**src/rtl/mem_bus_arbiter_pkg.sv**
```systemverilog
// mem_bus_arbiter_pkg: FSM state encoding and port IDs shared by the arbiter files.
package mem_bus_arbiter_pkg;
   typedef enum logic [1:0] {ST_IDLE = 2'd0, ST_ISSUE = 2'd1, ST_WAIT = 2'd2} state_t;
   localparam logic PORT_IF = 1'b0;
   localparam logic PORT_DA = 1'b1;
endpackage

```
**src/rtl/arb_req_slot.sv**
```systemverilog
// arb_req_slot: one pending-request slot; holds a captured request until its response frees it.
module arb_req_slot (
   input  logic        clk,
   input  logic        rstn,
   input  logic        i_cap,
   input  logic        i_free,
   input  logic [31:0] i_addr,
   input  logic [31:0] i_wdata,
   input  logic [3:0]  i_ren,
   input  logic [3:0]  i_wen,
   output logic        o_busy,
   output logic        o_wr,
   output logic        o_ovf,
   output logic [31:0] o_addr,
   output logic [31:0] o_wdata,
   output logic [3:0]  o_strb
);
   logic        r_busy, r_wr;
   logic [31:0] r_addr, r_wdata;
   logic [3:0]  r_strb;
   logic        w_load;
   // a slot being freed this edge may accept a new request on the same edge
   assign w_load = i_cap && (!r_busy || i_free);
   assign o_ovf  = i_cap && r_busy && !i_free;
   always_ff @(posedge clk or negedge rstn) begin
      if (!rstn) begin
         r_busy  <= 1'b0;
         r_wr    <= 1'b0;
         r_addr  <= 32'h0;
         r_wdata <= 32'h0;
         r_strb  <= 4'h0;
      end else begin
         r_busy <= w_load || (r_busy && !i_free);
         if (w_load) begin
            r_addr  <= i_addr;
            r_wdata <= i_wdata;
            r_wr    <= |i_wen;
            r_strb  <= |i_wen ? i_wen : i_ren;
         end
      end
   end
   assign o_busy  = r_busy;
   assign o_wr    = r_wr;
   assign o_addr  = r_addr;
   assign o_wdata = r_wdata;
   assign o_strb  = r_strb;
endmodule

```
**src/rtl/mem_bus_arbiter.sv**
```systemverilog
// mem_bus_arbiter: shares one memory bus between a fetch port and a data port,
// one outstanding bus transaction at a time, fixed-priority or round-robin.
module mem_bus_arbiter
   import mem_bus_arbiter_pkg::*;
#(
   parameter int ARB_RR = 0
) (
   input  logic        clk,
   input  logic        rstn,
   input  logic        ia_ren,
   input  logic [31:0] ia_addr,
   output logic        ia_rvalid,
   output logic [31:0] ia_rdata,
   input  logic [3:0]  da_ren,
   input  logic [3:0]  da_wen,
   input  logic [31:0] da_addr,
   input  logic [31:0] da_wdata,
   output logic        da_rvalid,
   output logic        da_wdone,
   output logic [31:0] da_rdata,
   output logic [3:0]  bus_ren,
   output logic [3:0]  bus_wen,
   output logic [31:0] bus_addr,
   output logic [31:0] bus_wdata,
   input  logic        bus_valid,
   input  logic [31:0] bus_rdata,
   output logic        req_ovf
);
   state_t      r_state, w_next;
   logic        r_gnt, r_wr, r_ovf, r_ia_rvalid, r_da_rvalid, r_da_wdone;
   logic [3:0]  r_strb;
   logic [31:0] r_bus_addr, r_bus_wdata, r_ia_rdata, r_da_rdata;
   logic        w_if_busy, w_if_wr, w_if_ovf, w_da_busy, w_da_wr, w_da_ovf;
   logic [31:0] w_if_addr, w_if_wdata, w_da_addr, w_da_wdata;
   logic [3:0]  w_if_strb, w_da_strb;
   logic        w_start, w_sel, w_done, w_if_free, w_da_free;

   arb_req_slot u_if_slot (
      .clk(clk), .rstn(rstn), .i_cap(ia_ren), .i_free(w_if_free),
      .i_addr(ia_addr), .i_wdata(32'h0), .i_ren(4'hF), .i_wen(4'h0),
      .o_busy(w_if_busy), .o_wr(w_if_wr), .o_ovf(w_if_ovf),
      .o_addr(w_if_addr), .o_wdata(w_if_wdata), .o_strb(w_if_strb)
   );

   arb_req_slot u_da_slot (
      .clk(clk), .rstn(rstn), .i_cap((|da_ren) || (|da_wen)), .i_free(w_da_free),
      .i_addr(da_addr), .i_wdata(da_wdata), .i_ren(da_ren), .i_wen(da_wen),
      .o_busy(w_da_busy), .o_wr(w_da_wr), .o_ovf(w_da_ovf),
      .o_addr(w_da_addr), .o_wdata(w_da_wdata), .o_strb(w_da_strb)
   );

   // r_gnt keeps the last grant after completion, so it doubles as the round-robin history
   assign w_start   = (r_state == ST_IDLE) && (w_if_busy || w_da_busy);
   assign w_sel     = (w_if_busy && w_da_busy) ?
                      ((ARB_RR != 0) ? ((r_gnt == PORT_IF) ? PORT_DA : PORT_IF) : PORT_DA) :
                      (w_da_busy ? PORT_DA : PORT_IF);
   assign w_done    = (r_state == ST_WAIT) && bus_valid;
   assign w_if_free = w_done && (r_gnt == PORT_IF);
   assign w_da_free = w_done && (r_gnt == PORT_DA);

   always_ff @(posedge clk or negedge rstn) begin
      if (!rstn) r_state <= ST_IDLE;
      else       r_state <= w_next;
   end

   always_comb begin
      w_next = (r_state == ST_IDLE)  ? (w_start ? ST_ISSUE : ST_IDLE) :
               (r_state == ST_ISSUE) ? ST_WAIT :
               (bus_valid ? ST_IDLE : ST_WAIT);
   end

   always_comb begin
      bus_ren = (r_state == ST_ISSUE && !r_wr) ? r_strb : 4'h0;
      bus_wen = (r_state == ST_ISSUE &&  r_wr) ? r_strb : 4'h0;
   end

   always_ff @(posedge clk or negedge rstn) begin
      if (!rstn) begin
         r_gnt       <= PORT_IF;
         r_wr        <= 1'b0;
         r_strb      <= 4'h0;
         r_bus_addr  <= 32'h0;
         r_bus_wdata <= 32'h0;
         r_ia_rdata  <= 32'h0;
         r_da_rdata  <= 32'h0;
         r_ia_rvalid <= 1'b0;
         r_da_rvalid <= 1'b0;
         r_da_wdone  <= 1'b0;
         r_ovf       <= 1'b0;
      end else begin
         r_ia_rvalid <= w_if_free;
         r_da_rvalid <= w_da_free && !r_wr;
         r_da_wdone  <= w_da_free && r_wr;
         r_ovf       <= r_ovf || w_if_ovf || w_da_ovf;
         if (w_start) begin
            r_gnt       <= w_sel;
            r_wr        <= (w_sel == PORT_DA) ? w_da_wr    : w_if_wr;
            r_strb      <= (w_sel == PORT_DA) ? w_da_strb  : w_if_strb;
            r_bus_addr  <= (w_sel == PORT_DA) ? w_da_addr  : w_if_addr;
            r_bus_wdata <= (w_sel == PORT_DA) ? w_da_wdata : w_if_wdata;
         end
         if (w_if_free) r_ia_rdata <= bus_rdata;
         if (w_da_free && !r_wr) r_da_rdata <= bus_rdata;
      end
   end

   assign ia_rvalid = r_ia_rvalid;
   assign ia_rdata  = r_ia_rdata;
   assign da_rvalid = r_da_rvalid;
   assign da_wdone  = r_da_wdone;
   assign da_rdata  = r_da_rdata;
   assign bus_addr  = r_bus_addr;
   assign bus_wdata = r_bus_wdata;
   assign req_ovf   = r_ovf;
endmodule
```
**config.mk**
```make
export PLATFORM = sky130hd
export DESIGN_NAME = mem_bus_arbiter
export DESIGN_NICKNAME = d
export VERILOG_FILES = /design/src/rtl/mem_bus_arbiter_pkg.sv /design/src/rtl/arb_req_slot.sv /design/src/rtl/mem_bus_arbiter.sv
export SDC_FILE = /design/constraint.sdc
export NUM_CORES = 1
export LEC_CHECK = 0
export CORE_ASPECT_RATIO = 0.7
export CORE_MARGIN = 4
export CORE_UTILIZATION = 43
export DETAILED_ROUTE_END_ITERATION = 12
export GPL_TIMING_DRIVEN = 0
export PLACE_DENSITY_LB_ADDON = 0.05
export SLEW_MARGIN = 40
export SYNTH_ARGS = -nofsm -noshare
export SYNTH_HDL_FRONTEND = slang
export SYNTH_SLANG_ARGS = --single-unit
export TNS_END_PERCENT = 20
```
**constraint.sdc**
```tcl
create_clock -name clk -period 1.7 [get_ports clk]
set_clock_uncertainty 0.05 [all_clocks]
set_input_delay 0.255 -clock clk [delete_from_list [all_inputs] [get_ports clk]]
set_output_delay 0.255 -clock clk [all_outputs]
set_load 0.1 [all_outputs]
```
# Yosys cells after proc, flatten, opt, wreduce, memory -nomap -nowiden

Index checks and enable logic that the tools add are counted.

Muxes and demuxes: 13
Bitwise operators: 1
Equality and inequality tests: 2
Reduce and logical (&&, ||, !) cells: 33

Operators with widths:

| operator           | number |
|---|---|
| $mux 32            | 2 |
| $logic_and 1x1->1  | 17 |
| $mux 4             | 4 |
| $logic_or 1x1->1   | 8 |
| $reduce_or 4->1    | 2 |
| $mux 2             | 3 |
| $logic_not 1->1    | 5 |
| $mux 1             | 4 |
| $eq 2x1->1 const B | 1 |
| $eq 2x2->1 const B | 1 |
| $logic_not 2->1    | 1 |
| $not 1->1          | 1 |

Register bits after elaboration: 244
Output and inout bits: 140
Word-level logic and storage cells: 69
Input bits: 140

# Depth between registers and ports, before layout

Word-level depth: 7
Gate-level depth with buffers: 6
Mapped depth without buffers: 4

# Hierarchy

A second synthesis with hierarchy kept.

Cell total of the unflattened synthesis: 724
Area, all modules: 11497.3 um^2

Modules (own cells, without submodules):

| module          | area each (um^2) | instances | sequential area each (um^2) | cells each |
|---|---|---|---|---|
| mem_bus_arbiter | 6094.6           | 1         | 3503.4                      | 390 |
| arb_req_slot    | 2701.3           | 2         | 1751.7                      | 167 |

# Worst setup path after synthesis

No wires, ideal clock.

Path type: register to output
Start: register r_state[1]
End: output bus_ren[0]
Slack: -0.138 ns
Data required time: 1.395 ns
Data arrival time: 1.533 ns
Stages on the path, launching flop included: 4
Path through: dfrtp_1 -> buf_2 -> nor3b_1 -> and2_1

Word-level cells in the longest chain between the ends: 3

RTL lines:

| what                     | RTL line              | text |
|---|---|---|
| start: declaration       | mem_bus_arbiter.sv:29 | `state_t r_state, w_next;` |
| start signal: assignment | mem_bus_arbiter.sv:63 | `else r_state <= w_next;` |
| $eq 2x1->1               | mem_bus_arbiter.sv:73 | `bus_ren = (r_state == ST_ISSUE && !r_wr) ? r_strb : 4'h0;` |
| $logic_and 1x1->1        | mem_bus_arbiter.sv:73 |  |
| $mux 4                   | mem_bus_arbiter.sv:73 |  |
| end: declaration         | mem_bus_arbiter.sv:21 | `output logic [3:0] bus_ren,` |

No other way between the ends.

# Worst setup path after layout

Start: register r_state[1]
End: output bus_ren[1]

Same word-level chain as after synthesis.

==> summary.md <==
| Metric | Value |
|---|---|
| H-Tree Depth | 1 |
| Vias in the first global route | about 7000 |
| GRT overflow | 0 |
| DRT Pass-1 Iters | 4 |
| Hold Slack | -0.376 ns |
| Later-pin clock latency in the skew report | between 0.5 and 0.6 ns |
| DPL Wire Length | around 18 mm |
| Layout cells sized above 1 | between 50 and 60% |
| Final worst slack | -0.275 ns |
| Worst r2r path cells | 7 |
| YS warnings | 0 |
| Cells after Synth | 593 |
| Cell Area, Synth | 0.00951 sq mm |
| FF+latch count, synth | 244 |
| Die Area | around 0.025 sq mm |
| Antenna violations before repair | 0 |
| Clock period minus final worst setup slack | ~2 ns |
| Final worst path period share | 116% |
| Finish-stage setup viols | 106 |
| Critical Path RT | approximately 1.4 ns |
| Arrival @ worst endpoint | roughly 1.7 ns |
| Asr flop ratio synth | between 90% and 100% |
| Setup CP Type | flop to output pin |
| Drt total wl | approximately 25 mm |
| Setup TNS | -15.27 ns |
| Vias per cell | 5.06 |
| Hold Crit Class | input port to async pin |
| Routed wire per std cell | around 20 microns |
| Netlist cell types | 31 |
| Clock Sinks | 244 |
| Die Wd | ~190 microns |
| DRC Markers | 0 |
| Total core area | 0.0217 sq mm |
| I/O pin count | 280 |
| RSZ-0062 raised after global routing | true |
| DR iter-0 viols | between 150 and 200 |
| Global-route wire length before repair | just under 40 mm |
| Failing checks | negative hold slack, negative setup slack |
| Worst Setup Start Kind | flop |
| Clock-pin slew on the worst setup and hold paths | around 0.070 ns |
| Max-cap check violation count | 0 |
| Via count of the routed design | 6215 |
| Clk Tree Root Cell | clkbuf_16 |
| Nets | between 1000 and 1500 |
| Starting Density | 43.8% |
| Rows | 45 |
| RePlAce Congestion | around 0.81 |
| Rel. slew slack | between 60% and 70% |
| Largest net degree at the start of global routing | 78 |
| Hold Violations, Final | 61 |
| Setup crit end kind | output pin |
| Fill cells | 1600 |
| Primary FF master, synth | dfrtp_1 |
| Measured slew at the worst slew-check pin | roughly 0.53 ns |
| Synth-to-layout area growth | 45.2% |
| TritonCTS Buffers | 24 |
| Status | finished, violations left |
| Die Y-Extent | between 100 and 150 microns |
| CP max FO | 7 |
| Max Root-Sink Buffers | 3 |
| Highest Clock Rate | slightly above 500 MHz |
| Seq/Total Area, Yosys | 64.2% |
| Syn_nets | ~730 |
| Gr usage total | roughly 20% |
| Syn avg cell area | between 15 and 20 sq um |
| Buffers on Ports | around 280 |
| CTS tree | yes |
| ANT nets after route | 0 |
| Number of enable flip-flop cells after synthesis | 0 |
| Slew Viols, Final | 0 |
## routing by layer
| layer | track usage [%] | share of wire (%) |
|---|---|---|
| met1 | 26.6 | 43 |
| met2 | 31.8 | 47 |
| met3 | 6.82 | 8.6 |
| met4 | 3.48 | 1.6 |
| met5 | 0 | 0 |
## state kept, by name (all words and copies together), names as in the netlist, 2 cells and up
name               cells
bus_addr              32
ia_rdata              32
r_strb                 4
r_state                2
u_da_slot.o_strb       4
u_if_slot.o_addr      32
u_da_slot.o_addr      32
da_rdata              32
u_da_slot.o_wdata     32
bus_wdata             32
## cells in the final DEF (no fill, tap or decap), types with 3 or more instances in the layout
master,count
dfrtp_1,243
mux2_2,170
clkdlybuf4s50_1,138
buf_2,133
mux2_4,52
a22o_1,32
buf_4,27
clkbuf_16,26
buf_12,14
buf_6,13
clkbuf_8,9
and2_4,7
clkinv_2,7
a21oi_1,6
o22ai_1,6
buf_8,5
bufinv_16,5
o21a_1,4
o32a_1,4
inv_1,3
o21ai_1,3
buf_16,3
## per-stage QoR
stage / cell area (sq um) / util [%] / hold slack, ns / setup WS (ns) / std cells
final: 13800 / 63.5 / -0.376 / -0.275 / 1229
after global routing: 13800 / 63.5 / -0.354 / -0.342 / 1228
after CTS: 13600 / 62.4 / -0.367 / -0.299 / 1212
after detailed placement: 12100 / 55.6 / 0.171 / -0.790 / 1157
after global placement: 12700 / 58.4 / 0.400 / -9.36 / 1154
after floorplan: 9560 / - / -0.0906 / -0.0489 / 593
## timing repair
item / in CTS / in global routing
endpoints found under the setup margin: 237 / 233
endpoints found under the hold margin: 61 / 61
cloned: 0 / 1
pin swaps: 12 / 8
setup buffers: 11 / 15
gates resized for setup: 139 / 41
## critical path: stages, from the launching register on
cell	delay (ns)
dfrtp_1	0.37
buf_6	0.14
nor3b_4	0.24
and2_2	0.22
buf_12	0.17
## Yosys cell counts (all sizes together) (2+ instances only)
| library cell | instances | area [sq um] |
|---|---|---|
| a21oi | 6 | 30.0 |
| a22o | 32 | 280 |
| and2 | 9 | 56.3 |
| buf | 22 | 136 |
| clkbuf | 10 | 37.5 |
| dfrtp | 244 | 6110 |
| inv | 5 | 18.8 |
| mux2 | 224 | 2520 |
| nand2 | 2 | 7.51 |
| nor2 | 4 | 15.0 |
| nor3b | 2 | 15.0 |
| nor4 | 2 | 42.5 |
| o21a | 4 | 30.0 |
| o21ai | 6 | 37.5 |
| o22ai | 6 | 37.5 |
| o32a | 4 | 40.0 |
| or2 | 2 | 12.5 |
## cell type report
type	count	area [sq um]	share of cell area (%)
flip-flops and latches	244	6110	44.2
multi-input cells	312	3490	25.3
repair buffers	309	2550	18.5
clock buffers	30	694	5.03
plain buffers	32	380	2.76
well taps	282	353	2.56
clock inverters	14	200	1.45
inverters	5	21.3	0.154
diodes	1	2.50	0.0181
## final timing paths
check / slack [ns] / endpoint / startpoint
max in group asynchronous: 0.66 / u_da_slot.o_addr[21] / rstn
worst max-delay path: -0.27 / bus_ren[1] / r_state[1]
worst min-delay path: -0.38 / bus_wdata[17] / rstn
worst max register to register: -0.22 / u_da_slot.o_wdata[17] / r_state[0]
min in group clk: 0.29 / r_state[1] / bus_valid
worst min register to register: 0.43 / u_if_slot.o_strb[0] / u_if_slot.o_strb[0]
## logic make-up (layout without fill, tap and decap cells)
group	Yosys count	after routing	synth area share, %
flops	244	244	64.2
mux	224	224	26.5
compound gates	61	61	5.11
buf+inv	37	390	2.03
simple gates	27	27	2.13
other cells	0	1	0
Power is not shown: default switching activity piles up to over one toggle a cycle in this logic, so the estimate is an artifact.
